**src/rtl/scan_pkg.sv**
```systemverilog
// Shared types and helpers for the rotating line-select scanner.
package scan_pkg;
  localparam int N_LINES = 7;
  localparam logic [N_LINES-1:0] SEL_NONE = 7'b1111111;

  typedef enum logic [1:0] {ST_IDLE, ST_ACTIVE, ST_GAP} state_t;

  // Active-low one-hot select: line 0 drives the MSB low, line 6 the LSB.
  function automatic logic [N_LINES-1:0] sel_from_index(input logic [2:0] idx);
    return SEL_NONE & ~(7'b1000000 >> idx);
  endfunction
endpackage

```
**src/rtl/scan_tick_counter.sv**
```systemverilog
// Cycle counter with synchronous clear and a terminal-count flag; wraps to 0 on terminal count.
module scan_tick_counter #(
  parameter int CNT_W = 16
) (
  input  logic             clk,
  input  logic             reset_n,
  input  logic             clr,
  input  logic             inc,
  input  logic [CNT_W-1:0] last,
  output logic             tc
);
  logic [CNT_W-1:0] count_reg;

  assign tc = (count_reg == last);

  always_ff @(posedge clk) begin
    if (!reset_n || clr) begin
      count_reg <= '0;
    end else if (inc) begin
      count_reg <= tc ? '0 : count_reg + 1'b1;
    end
  end
endmodule

```
**src/rtl/scan_select_gen.sv**
```systemverilog
// Rotating active-low line select with optional all-ones gap between lines,
// plus slot and frame start pulses for the data producers.
module scan_select_gen
  import scan_pkg::*;
#(
  parameter int N_LINES_P = 7,
  parameter int PRESCALE  = 50000,
  parameter int GAP       = 2,
  parameter int CNT_W     = 16
) (
  input  logic       clk,
  input  logic       reset_n,
  input  logic       en,
  output logic [6:0] select,
  output logic [2:0] index,
  output logic       slot_tick,
  output logic       frame_tick
);
  localparam logic [CNT_W-1:0] PRE_LAST = CNT_W'(PRESCALE - 1);
  localparam logic [CNT_W-1:0] GAP_LAST = (GAP > 0) ? CNT_W'(GAP - 1) : '0;

  state_t     state_reg, state_next;
  logic [2:0] index_reg, index_next;
  logic [6:0] select_reg, select_next;
  logic       slot_tick_reg, slot_tick_next;
  logic       frame_tick_reg, frame_tick_next;
  logic       cnt_clr, cnt_inc, cnt_tc;
  logic [CNT_W-1:0] cnt_last;
  logic [2:0] index_adv;

  assign index_adv = (index_reg == 3'd6) ? 3'd0 : index_reg + 3'd1;
  assign cnt_last  = (state_reg == ST_GAP) ? GAP_LAST : PRE_LAST;

  scan_tick_counter #(.CNT_W(CNT_W)) u_counter (
    .clk     (clk),
    .reset_n (reset_n),
    .clr     (cnt_clr),
    .inc     (cnt_inc),
    .last    (cnt_last),
    .tc      (cnt_tc)
  );

  always_comb begin
    state_next      = state_reg;
    index_next      = index_reg;
    slot_tick_next  = 1'b0;
    frame_tick_next = 1'b0;
    cnt_clr         = 1'b0;
    cnt_inc         = 1'b0;
    if (!en) begin
      state_next = ST_IDLE;
      index_next = 3'd0;
      cnt_clr    = 1'b1;
    end else begin
      case (state_reg)
        ST_IDLE: begin
          state_next      = ST_ACTIVE;
          index_next      = 3'd0;
          slot_tick_next  = 1'b1;
          frame_tick_next = 1'b1;
          cnt_clr         = 1'b1;
        end
        ST_ACTIVE: begin
          cnt_inc = 1'b1;
          if (cnt_tc) begin
            if (GAP > 0) begin
              state_next = ST_GAP;
            end else begin
              index_next      = index_adv;
              slot_tick_next  = 1'b1;
              frame_tick_next = (index_adv == 3'd0);
            end
          end
        end
        ST_GAP: begin
          cnt_inc = 1'b1;
          if (cnt_tc) begin
            state_next      = ST_ACTIVE;
            index_next      = index_adv;
            slot_tick_next  = 1'b1;
            frame_tick_next = (index_adv == 3'd0);
          end
        end
        default: begin
          state_next = ST_IDLE;
          index_next = 3'd0;
          cnt_clr    = 1'b1;
        end
      endcase
    end
    // Select is derived from the next state so a line change never overlaps two lows.
    select_next = (state_next == ST_ACTIVE) ? sel_from_index(index_next) : SEL_NONE;
  end

  always_ff @(posedge clk) begin
    if (!reset_n) begin
      state_reg      <= ST_IDLE;
      index_reg      <= 3'd0;
      select_reg     <= SEL_NONE;
      slot_tick_reg  <= 1'b0;
      frame_tick_reg <= 1'b0;
    end else begin
      state_reg      <= state_next;
      index_reg      <= index_next;
      select_reg     <= select_next;
      slot_tick_reg  <= slot_tick_next;
      frame_tick_reg <= frame_tick_next;
    end
  end

  assign select     = select_reg;
  assign index      = index_reg;
  assign slot_tick  = slot_tick_reg;
  assign frame_tick = frame_tick_reg;
endmodule

```
**config.mk**
```make
export PLATFORM = sky130hd
export DESIGN_NAME = scan_select_gen
export DESIGN_NICKNAME = d
export VERILOG_FILES = /design/src/rtl/scan_pkg.sv /design/src/rtl/scan_tick_counter.sv /design/src/rtl/scan_select_gen.sv
export SDC_FILE = /design/constraint.sdc
export NUM_CORES = 1
export LEC_CHECK = 0
export CAP_MARGIN = 5
export CORE_UTILIZATION = 58
export CTS_BUF_LIST = sky130_fd_sc_hd__clkbuf_4 sky130_fd_sc_hd__clkbuf_8
export DETAILED_ROUTE_END_ITERATION = 12
export GPL_TIMING_DRIVEN = 0
export MAX_ROUTING_LAYER = met4
export PLACE_DENSITY = 0.79
export SLEW_MARGIN = 10
export SYNTH_ARGS = -nofsm -noshare
export SYNTH_HDL_FRONTEND = slang
export SYNTH_SLANG_ARGS = --single-unit
```
**constraint.sdc**
```tcl
create_clock -name clk -period 2.6 [get_ports clk]
set_clock_uncertainty 0.2 [all_clocks]
set_input_delay 0.26 -clock clk [delete_from_list [all_inputs] [get_ports clk]]
set_output_delay 0.26 -clock clk [all_outputs]
set_load 0.05 [all_outputs]
```
==> flow_summary_export.csv <==
group,metric,value,unit
timing,worstMarginPinSlew,0.5233,ns
job,max_cap_violations,0,
yosys,yosys.area.top_type_share,0.3880,
pwr,p_sw_frac,0.2365,
cts,clock-root-buffer,"sky130_fd_sc_hd__clkbuf_4",
yosys,synthesized_area_fraction_occupied_by_ao_oa_aoi_and_oai_cells,0.1358,
yosys,mappedNetlistNets,188,
cts,clkLatencyLatePin,0.33,ns
placed_design,gp_congestion,0.9368,
worst_hold_path,hold_path_class,"register to register",
yosys,synth_top_flop_cell,"sky130_fd_sc_hd__dfxtp_1",
finish,largest_reg_flops,16,
yosys,syn-cell-area,1548,µm²
finish,final_net_count,209,
timing,report.final.setup_viol,0,
global_route,global_route_wire_length_before_repair,5630,µm
yosys,synth_simple_gate_area_frac,0.2660,
critical_path,cp_slowest_cell,"sky130_fd_sc_hd__or3_1",
finish,fraction_of_final_layout_cells_sized_beyond_drive_strength_1,0.1238,
yosys,postSynthAreaPerCell,8.599,µm²
timing,final-max-slew-violation-count,0,
critical_path,cp_delay_by_family_top,"buffers and inverters",
drt,drtPass1Iterations,4,
global_route,grt.total_usage,0.2847,
drt,routed_wl_per_cell,15.33,µm
critical_path,critical_path_arrival,2.48,ns
drt,drtIter0Drc,39,
global_route,grt_antenna_before_repair,0,
cts,cts-htree-levels,2,
yosys,post_synth_most_frequent_cells,"sky130_fd_sc_hd__dfxtp_1, sky130_fd_sc_hd__nor2_1, sky130_fd_sc_hd__nand2_1, sky130_fd_sc_hd__nand3_1, sky130_fd_sc_hd__xor2_1",
timing,grt_setup_unrepaired,"no",
pwr,switchingPower,191.6,µW
pwr,pwr_density_cell,444.6,nW/µm²
pwr,int_pwr,618.4,µW
yosys,asyncSetResetFlopFracSynth,0,
critical_path,worst_ep_required_time,2.62,ns
pwr,p_leak,0.6186,nW
die,floorplan.die_area,2879,µm²
global_route,first_global_vias,1247,
cts,max-clock-path-buffers,2,
timing,timing_hold_violations_final,0,
pwr,comb_power_share,0.054,
cts,cts_buffers,5,
yosys,synth_cell_types,45,
drt,antenna_left,0,
cts,cts_setup_buffers,0,
run_status,run_status,"finished, final reports clean",
finish,multi_input_comb_area,919.6,µm²
finish,final_core_utilization,0.7287,
finish,area.growth.synth_to_final,17.70,%
critical_path,critical_path.endpoint_type,"register",
cts,clk_transition_reported_paths,0.10,ns
yosys,synth_cells,180,
finish,layout.filler_cells,191,
yosys,synth.top_cells.by_area,"sky130_fd_sc_hd__dfxtp_1, sky130_fd_sc_hd__nor2_1, sky130_fd_sc_hd__xor2_1, sky130_fd_sc_hd__ha_1, sky130_fd_sc_hd__nand2_1",
yosys,synth_enable_flop_cells,0,
pwr,pwr-share-clk,0.372,
yosys,dominant_combinational_cell_family_by_area_after_synthesis,"simple AND/OR/NAND/NOR gates",
finish,regArea,601.8,µm²
yosys,synth_area_in_xor_xnor,0.08488,
critical_path,critical_path_peak_fanout,10,
timing,fmaxAchievable,0.4063,GHz
yosys,synth-seq-area-share,0.3880,
placed_design,dpl_wire_length,2556,µm
yosys,synth_fa_ha_area_frac,0.04042,
critical_path,timing.critical_path.slowest_cell_delay,0.36,ns
critical_path,critPathMostFrequentCell,"sky130_fd_sc_hd__buf_2",
timing,timing.setup.tns,0,ns
yosys,muxShareOfSynthArea,0.04689,
finish,antenna_cells_inserted,0,
cts,cts.sink_count,30,
drt,vias,1427,
pwr,peakVddDrop,466.8,µV
critical_path,cp_cell_sequence,"inv_1 > ha_1 > inv_2 > mux2i_4 > or3_1 > buf_2 > nand3_1 > buf_2 > nor2_1",
timing,timing.final.crit_period,2.462,ns
yosys,synthesis.yosys.warnings,0,
drt,drt-vias-per-instance,6.151,
critical_path,crit_buf_inv,4,
die,core-area,2500,µm²
die,die_x,53.66,µm
yosys,yosys_register_bits,30,
drt,drcViolationCount,0,
timing,slew_headroom,0.6501,
pwr,sequentialPowerShare,0.574,
critical_path,worst_setup_path_start_kind,"register",
die,floorplan.initialDensity,0.6191,
drt,drt-total-wl,3557,µm
die,top_level_port_count,15,
global_route,largest_net_degree_at_the_start_of_global_routing,11,
die,std_cell_rows,18,
timing,period_share,0.9467,
critical_path,timing_worst_setup_path_type,"register to register",
cts,tritoncts,"built",
yosys,synth_area_leader_cell,"sky130_fd_sc_hd__dfxtp_1",
global_route,grt_overflow_total,0,
placed_design,port_buffers,14,
die,die_height,53.66,µm
## logic make-up (layout without fill, tap and decap cells)
kind of cell / after synthesis / count (layout)
mux: 7 / 7
fa+ha+maj: 5 / 5
xor+xnor: 15 / 15
buf+inv: 13 / 35
compound gates: 27 / 27
simple gates: 83 / 83
flops: 30 / 30
## through the flow
step / hold WS (ns) / setup WS, ns / power [mW] / area, µm² / instances
6_report: 0.2716 / 0.1385 / 0.8099 / 1822 / 232
2_1_floorplan: 0.1549 / 0.3547 / 0.5026 / 1548 / 180
4_1_cts: 0.2761 / 0.02608 / 0.8117 / 1789 / 232
5_1_grt: 0.2958 / 0.02029 / 0.8396 / 1822 / 232
3_3_place_gp: 0.2534 / 0.1314 / 0.5173 / 1725 / 224
3_5_place_dp: 0.2565 / 0.05726 / 0.5183 / 1725 / 224
## power by group through the flow
stage          logic [mW]  registers [mW]  clock network (mW)
6_report           0.0437           0.465               0.301
5_1_grt            0.0476           0.466               0.327
4_1_cts            0.0428           0.465               0.304
3_5_place_dp       0.0428           0.476                   0
3_3_place_gp       0.0420           0.475                   0
2_1_floorplan      0.0186           0.484                   0
## path summary, 6_finish.rpt
path	startpoint	endpoint	slack, ns	cells after the start
min	u_counter.count_reg[0]	u_counter.count_reg[0]	0.27	1
max	state_reg[0]	u_counter.count_reg[11]	0.14	9
max reg2reg	state_reg[0]	u_counter.count_reg[11]	0.14	9
min reg2reg	u_counter.count_reg[0]	u_counter.count_reg[0]	0.27	1
## layout by cell type (no fill, tap or decap), types with 5 or more instances in the layout
master                            instances
sky130_fd_sc_hd__clkbuf_1                 5
sky130_fd_sc_hd__clkbuf_4                 6
sky130_fd_sc_hd__clkdlybuf4s50_1         14
sky130_fd_sc_hd__dfxtp_1                 29
sky130_fd_sc_hd__ha_1                     5
sky130_fd_sc_hd__nand2_1                 15
sky130_fd_sc_hd__nand3_1                 10
sky130_fd_sc_hd__nor2_1                  30
sky130_fd_sc_hd__nor3_1                   5
sky130_fd_sc_hd__xnor2_1                  5
sky130_fd_sc_hd__xor2_1                  10
## timing repair
item,CTS,global route
setup endpoints to repair,0,18
hold buffers,0,0
gates resized for setup,0,7
hold endpoints to repair,0,0
## per-layer routing
layer / share of wire / GRT usage
met1: 0.41 / 0.3076
met2: 0.50 / 0.4979
met3: 0.060 / 0.08475
met4: 0.028 / 0.08772
met5: 0 / -
## final cells by class
cell class	instances	share of cell area
Multi-Input combinational cell	137	0.5048
Sequential cell	30	0.3304
Timing Repair Buffer	14	0.07692
Clock buffer	7	0.03228
Buffer	8	0.02198
Tap cell	30	0.02060
Inverter	5	0.01030
Clock inverter	1	0.002747
No activity file was read; power rests on OpenSTA's default activity.
